[src/rtl/lc3b_fetch_unit.sv]
// LC-3b instruction-fetch stage: PC register, next-PC selection, IR latch and
// a one-entry buffer for redirects that arrive while instruction memory is busy.
module lc3b_fetch_unit #(
  parameter logic [15:0] RESET_PC = 16'h0000
) (
  input  logic        clk,
  input  logic        rst_n,
  input  logic        resp_a,
  input  logic [15:0] rdata_a,
  input  logic [15:0] trap_mem,
  input  logic        br_en,
  input  logic        trap_en,
  input  logic        jmp_jsr_en,
  input  logic        b11,
  input  logic [15:0] pc_br_in,
  input  logic [15:0] sr1_data_in,
  input  logic [2:0]  pcmux_sel,
  input  logic        stall,
  input  logic        flush,
  output logic [15:0] pc_out,
  output logic [15:0] instruction,
  output logic [2:0]  dest,
  output logic [2:0]  src1,
  output logic [2:0]  src2,
  output logic        read_a,
  output logic [15:0] address_a
);

  logic [15:0] pc_q, pc_d;
  logic [15:0] ir_q, ir_d;
  logic        pend_q, pend_d;
  logic [15:0] pend_tgt_q, pend_tgt_d;

  logic [2:0]  eff_sel;
  logic [15:0] plus2;
  logic [15:0] next_pc;
  logic        redir;
  logic        pc_load;

  assign plus2 = pc_q + 16'd2;
  assign redir = br_en | trap_en | jmp_jsr_en;

  // Live redirects outrank a buffered target, which outranks the default select.
  always_comb begin
    eff_sel = pcmux_sel;
    if (br_en)           eff_sel = 3'd1;
    else if (trap_en)    eff_sel = 3'd4;
    else if (jmp_jsr_en) eff_sel = b11 ? 3'd1 : 3'd2;
    else if (pend_q)     eff_sel = 3'd5;
  end

  always_comb begin
    next_pc = 16'h0000;
    case (eff_sel)
      3'd0:    next_pc = plus2;
      3'd1:    next_pc = pc_br_in;
      3'd2:    next_pc = sr1_data_in;
      3'd3:    next_pc = rdata_a;
      3'd4:    next_pc = trap_mem;
      3'd5:    next_pc = pend_tgt_q;
      default: next_pc = 16'h0000;
    endcase
  end

  // stall only holds back the sequential advance; redirects always get through.
  assign pc_load = (redir & resp_a) | pend_q | (~stall & resp_a);

  always_comb begin
    pc_d       = pc_load ? next_pc : pc_q;
    pend_d     = pend_q;
    pend_tgt_d = pend_tgt_q;
    if (redir && !resp_a) begin
      // With a redirect active, next_pc is exactly the redirect target.
      pend_d     = 1'b1;
      pend_tgt_d = next_pc;
    end else if (resp_a) begin
      pend_d     = 1'b0;
      pend_tgt_d = 16'h0000;
    end
    ir_d = ir_q;
    if (flush)                           ir_d = 16'h0000;
    else if (pc_load && resp_a && !stall) ir_d = rdata_a;
  end

  always_ff @(posedge clk or negedge rst_n) begin
    if (!rst_n) begin
      pc_q       <= RESET_PC;
      ir_q       <= 16'h0000;
      pend_q     <= 1'b0;
      pend_tgt_q <= 16'h0000;
    end else begin
      pc_q       <= pc_d;
      ir_q       <= ir_d;
      pend_q     <= pend_d;
      pend_tgt_q <= pend_tgt_d;
    end
  end

  assign pc_out      = pc_q;
  assign address_a   = pc_q;
  assign read_a      = 1'b1;
  assign instruction = ir_q;
  assign dest        = ir_q[11:9];
  assign src1        = ir_q[8:6];
  assign src2        = ir_q[2:0];

endmodule

[config.mk]
export PLATFORM = sky130hd
export DESIGN_NAME = lc3b_fetch_unit
export DESIGN_NICKNAME = d
export VERILOG_FILES = /design/src/rtl/lc3b_fetch_unit.sv
export SDC_FILE = /design/constraint.sdc
export NUM_CORES = 1
export LEC_CHECK = 0
export CAP_MARGIN = 40
export CORE_ASPECT_RATIO = 1.25
export CORE_MARGIN = 2
export CORE_UTILIZATION = 45
export DETAILED_ROUTE_END_ITERATION = 10
export DONT_BUFFER_PORTS = 1
export SLEW_MARGIN = 5
export SYNTH_ARGS = -nofsm -noshare
export SYNTH_HDL_FRONTEND = slang
export SYNTH_SLANG_ARGS = --single-unit
[constraint.sdc]
create_clock -name clk -period 5.5 [get_ports clk]
set_clock_uncertainty 0.2 [all_clocks]
set_input_delay 1.1 -clock clk [delete_from_list [all_inputs] [get_ports clk]]
set_output_delay 1.1 -clock clk [all_outputs]
set_load 0.01 [all_outputs]
==> report_table.html <==
<table>
<tr><th>Metric</th><th>Value</th></tr>
<tr><th colspan="2">Status</th></tr>
<tr><td>Status</td><td>finished, final reports clean</td></tr>
<tr><th colspan="2">Clock network</th></tr>
<tr><td>Number of sinks on the clock net</td><td>49</td></tr>
<tr><td>Setup fix buffers added after clock tree synthesis</td><td>0</td></tr>
<tr><td>Clk root buf</td><td>sky130_fd_sc_hd__clkbuf_8</td></tr>
<tr><td>H-Tree Depth</td><td>2</td></tr>
<tr><td>Maximum buffer depth of the clock tree</td><td>2</td></tr>
<tr><td>Clock-pin slew on the worst setup and hold paths</td><td>0.10 ns</td></tr>
<tr><td>TritonCTS clock tree</td><td>built</td></tr>
<tr><td>Clock buffer count from CTS</td><td>5</td></tr>
<tr><td>Clk_lat worst skew</td><td>0.31 ns</td></tr>
<tr><td>Number of hold buffers added after cts</td><td>0</td></tr>
<tr><td>Count of instances resized after the clock tree is built</td><td>0</td></tr>
<tr><th colspan="2">Power and ir drop</th></tr>
<tr><td>IR Drop Worst-Case VDD</td><td>0.1179 mV</td></tr>
<tr><td>Clock network fraction of total power</td><td>26.6%</td></tr>
<tr><td>Fraction of power spent switching nets</td><td>34.93%</td></tr>
<tr><td>Power density over the cells</td><td>257.0 nW/um^2</td></tr>
<tr><td>Switching power</td><td>307.6 uW</td></tr>
<tr><td>Leak Pwr</td><td>0.001331 uW</td></tr>
<tr><td>Cell internal power dissipation</td><td>573.2 uW</td></tr>
<tr><td>Sequential power share</td><td>53.5%</td></tr>
<tr><td>Total power of the final layout</td><td>a little under 900 uW</td></tr>
<tr><td>Combinational fraction of design power</td><td>around 20%</td></tr>
<tr><th colspan="2">Setup path</th></tr>
<tr><td>Data required time of the critical path</td><td>5.48 ns</td></tr>
<tr><td>Critical path capture point type</td><td>flop</td></tr>
<tr><td>CP max FO</td><td>11</td></tr>
<tr><td>WP data arrival</td><td>3.09 ns</td></tr>
<tr><td>Startpoint kind of the worst setup timing path</td><td>primary input</td></tr>
<tr><td>Startpoint-to-endpoint class of the critical path</td><td>primary input to flop</td></tr>
<tr><th colspan="2">Timing</th></tr>
<tr><td>Highest achievable clock rate</td><td>about 320 MHz</td></tr>
<tr><td>Minimum hold slack</td><td>0.2701 ns</td></tr>
<tr><td>RSZ-0062 raised after global routing</td><td>false</td></tr>
<tr><td>Final worst path period need</td><td>3.117 ns</td></tr>
<tr><td>Worst Tran Pin Value</td><td>0.8547 ns</td></tr>
<tr><td>Max-slew violation total from the final report</td><td>0</td></tr>
<tr><td>Part of the cycle the worst path needs</td><td>56.67%</td></tr>
<tr><td>Final number of hold-violating endpoints</td><td>0</td></tr>
<tr><td>Headroom to the max-slew limit</td><td>42.53%</td></tr>
<tr><td>Setup-violating endpoint count in the final report</td><td>0</td></tr>
<tr><td>Post-Route Setup TNS</td><td>0 ns</td></tr>
<tr><th colspan="2">Synth</th></tr>
<tr><td>Async SR Flop Fraction</td><td>100.0%</td></tr>
<tr><td>Area share of the leading cell type in the synthesized netlist</td><td>35.44%</td></tr>
<tr><td>Total standard cell area after synthesis</td><td>3460 um^2</td></tr>
<tr><td>Number of distinct library cells after synthesis</td><td>68</td></tr>
<tr><td>Top cells by area in the synthesized netlist</td><td>sky130_fd_sc_hd__dfrtp_1 (35%), sky130_fd_sc_hd__buf_4 (5.9%), sky130_fd_sc_hd__nand2_1 (5.5%), sky130_fd_sc_hd__a21oi_1 (4.6%), sky130_fd_sc_hd__mux2_2 (3.9%)</td></tr>
<tr><td>Yosys synthesis warning count</td><td>0</td></tr>
<tr><td>Mapped Avg Cell Area</td><td>between 8 and 9 um^2</td></tr>
<tr><td>Sequential element share of the synthesized area</td><td>35.44%</td></tr>
<tr><td>Number of enable-type register cells in the synthesized netlist</td><td>0</td></tr>
<tr><td>Top cell type by total area after synthesis</td><td>sky130_fd_sc_hd__dfrtp_1</td></tr>
<tr><td>Main flop type after synthesis</td><td>sky130_fd_sc_hd__dfrtp_1</td></tr>
<tr><td>Net Count, Synth</td><td>472</td></tr>
<tr><td>Gate count of the mapped netlist</td><td>395</td></tr>
<tr><td>Synthesis-stage register bit count</td><td>49</td></tr>
<tr><th colspan="2">Floorplan</th></tr>
<tr><td>Count of standard-cell rows</td><td>35</td></tr>
<tr><td>Die Y-Extent</td><td>102.0 um</td></tr>
<tr><td>Number of top-level pins</td><td>134</td></tr>
<tr><td>Starting density of the core</td><td>46.75%</td></tr>
<tr><td>Floorplan die area</td><td>8410 um^2</td></tr>
<tr><td>Core area</td><td>7401 um^2</td></tr>
<tr><td>Horizontal extent of the die</td><td>between 80 and 90 um</td></tr>
<tr><th colspan="2">Place</th></tr>
<tr><td>Final weighted congestion in routability-driven placement</td><td>0.8226</td></tr>
<tr><td>Number of I/O port buffers</td><td>0</td></tr>
<tr><td>DP Wirelength</td><td>7858 um</td></tr>
<tr><th colspan="2">Global routing</th></tr>
<tr><td>GR Layer Usage met2</td><td>~40%</td></tr>
<tr><td>Most utilized layer in the global route result</td><td>met2</td></tr>
<tr><td>Number of global-route vias before repair</td><td>2920</td></tr>
<tr><td>Routing usage on met3</td><td>7.862%</td></tr>
<tr><td>Maximum number of pins on one net before global-route repair</td><td>50</td></tr>
<tr><td>Initial antenna violation count</td><td>0</td></tr>
<tr><td>Global route overflow</td><td>0</td></tr>
<tr><td>Global-route met1 utilization</td><td>about a third</td></tr>
<tr><td>Global-route wire length before repair</td><td>15930 um</td></tr>
<tr><td>Global-route usage over all layers</td><td>25.47%</td></tr>
<tr><th colspan="2">Drt</th></tr>
<tr><td>Total Routed Length</td><td>10620 um</td></tr>
<tr><td>Avg WL per Cell</td><td>23.76 um</td></tr>
<tr><td>DRC Markers</td><td>0</td></tr>
<tr><td>Total via count in the routed design</td><td>2997</td></tr>
<tr><td>Number of detailed-routing iterations run before antenna repair</td><td>5</td></tr>
<tr><td>Vias per cell</td><td>6.705</td></tr>
<tr><td>Starting DRC count in detailed routing</td><td>roughly 220</td></tr>
<tr><td>Antenna violation net count after detailed routing</td><td>0</td></tr>
<tr><th colspan="2">Final layout</th></tr>
<tr><td>Final net count</td><td>430</td></tr>
<tr><td># fillers</td><td>~730</td></tr>
<tr><td>Final core area utilization</td><td>46.31%</td></tr>
<tr><td>Area Overhead vs Synth</td><td>-0.9402%</td></tr>
<tr><td>Proportion of layout cells with a drive suffix above 1</td><td>12.15%</td></tr>
<tr><th colspan="2">Flow run</th></tr>
<tr><td>Reported max-cap violation count</td><td>0</td></tr>
<tr><th colspan="2">Hold path</th></tr>
<tr><td>Class of the worst hold path</td><td>primary input to async pin</td></tr>
</table>
[flip-flops by register name (all words and copies together), names as in the netlist]
name and flops:
instruction 16, pend_tgt_q 16, address_a 16, pend_q 1
[routing by layer]
| layer | vias up | wire length (um) | part of all wire, % |
|---|---|---|---|
| li1 | 1361 | - | - |
| met1 | 1467 | 4419 | 42 |
| met2 | 148 | 5044 | 47 |
| met3 | 21 | 959 | 9.0 |
| met4 | 0 | 196 | 1.8 |
| met5 | - | 0 | 0 |
[final timing paths]
path                       cells after the start  slack, ns             end          start
max in group asynchronous                      0       4.73          pend_q          rst_n
min                                            0       0.27    address_a[7]          rst_n
min reg2reg                                    2       0.36   pend_tgt_q[6]  pend_tgt_q[6]
max reg2reg                                    6       2.62  pend_tgt_q[15]         pend_q
min in group clk                               2       0.36   pend_tgt_q[6]  pend_tgt_q[6]
max                                            6       2.38  pend_tgt_q[15]   pcmux_sel[0]
[worst max-delay path, stage by stage]
cell and delay, ns:
sky130_fd_sc_hd__or3_1 0.49, sky130_fd_sc_hd__a31oi_2 0.59, sky130_fd_sc_hd__buf_6 0.24, sky130_fd_sc_hd__mux2_2 0.35, sky130_fd_sc_hd__a22oi_1 0.19, sky130_fd_sc_hd__a311oi_1 0.13
[metrics by stage]
step	setup slack [ns]	std cells	area, um^2
floorplan	2.532	395	3460
global placement	1.847	433	3239
global route	2.319	446	3425
detailed placement	2.100	438	3328
CTS	2.412	446	3425
finish	2.383	447	3427
[cells by family after synthesis]
group / share of synthesized area, %
AOI/OAI and AO/OA: 26.33
xor gates and xnor gates: 2.279
adders and majority gates: 0.3616
buffers and inverters: 10.63
DFF: 35.44
muxes: 5.353
other: 0.1084
and+or+nand+nor: 19.49
[synthesized netlist by cell type (5+ instances only)]
master	count
sky130_fd_sc_hd__a211oi_1	12
sky130_fd_sc_hd__a21oi_1	32
sky130_fd_sc_hd__a221oi_1	7
sky130_fd_sc_hd__a311oi_1	9
sky130_fd_sc_hd__a31oi_1	9
sky130_fd_sc_hd__buf_2	8
sky130_fd_sc_hd__buf_4	27
sky130_fd_sc_hd__clkbuf_1	14
sky130_fd_sc_hd__dfrtp_1	49
sky130_fd_sc_hd__inv_1	5
sky130_fd_sc_hd__mux2_2	12
sky130_fd_sc_hd__mux2i_1	5
sky130_fd_sc_hd__nand2_1	51
sky130_fd_sc_hd__nand3_1	10
sky130_fd_sc_hd__nand4_1	7
sky130_fd_sc_hd__nor2_1	34
sky130_fd_sc_hd__nor3_1	6
sky130_fd_sc_hd__nor4_1	5
sky130_fd_sc_hd__o21ai_0	5
sky130_fd_sc_hd__o31ai_1	7
sky130_fd_sc_hd__xor2_1	7
[layout make-up]
type / instances / area [um^2] / area share [%]
multi-input cells: 286 / 1872 / 54.62
flip-flops and latches: 49 / 1226 / 35.78
well taps: 92 / 115.1 / 3.359
repair buffers: 6 / 96.34 / 2.811
clock buffers: 6 / 82.58 / 2.410
inverters: 5 / 18.77 / 0.5476
clock inverters: 2 / 13.76 / 0.4016
diodes: 1 / 2.502 / 0.07302
[placed cells by master, fill, tap and decap left out, drive strengths merged, types with 3 or more instances in the layout]
| cell | count |
|---|---|
| o21ai | 7 |
| or3 | 3 |
| dfrtp | 49 |
| nand3 | 10 |
| buf | 6 |
| a21o | 3 |
| a31oi | 9 |
| mux2 | 12 |
| inv | 5 |
| a21oi | 33 |
| xor2 | 7 |
| a311oi | 9 |
| o211ai | 4 |
| nor4 | 5 |
| and3 | 4 |
| a221oi | 7 |
| nand4 | 7 |
| nor2 | 35 |
| clkbuf | 6 |
| a211oi | 14 |
| nand2b | 3 |
| a32oi | 3 |
| nor3 | 8 |
| nor2b | 4 |
| mux2i | 5 |
| o31ai | 7 |
| or2 | 3 |
| nand2 | 51 |
[power by group through the flow]
stage	logic (uW)	clock network, uW	registers, uW
detailed placement	173	0	479
global placement	163	0	479
CTS	174	234	472
floorplan	189	0	448
finish	176	234	471
global route	193	248	479
No activity file was read; power rests on OpenSTA's default activity.
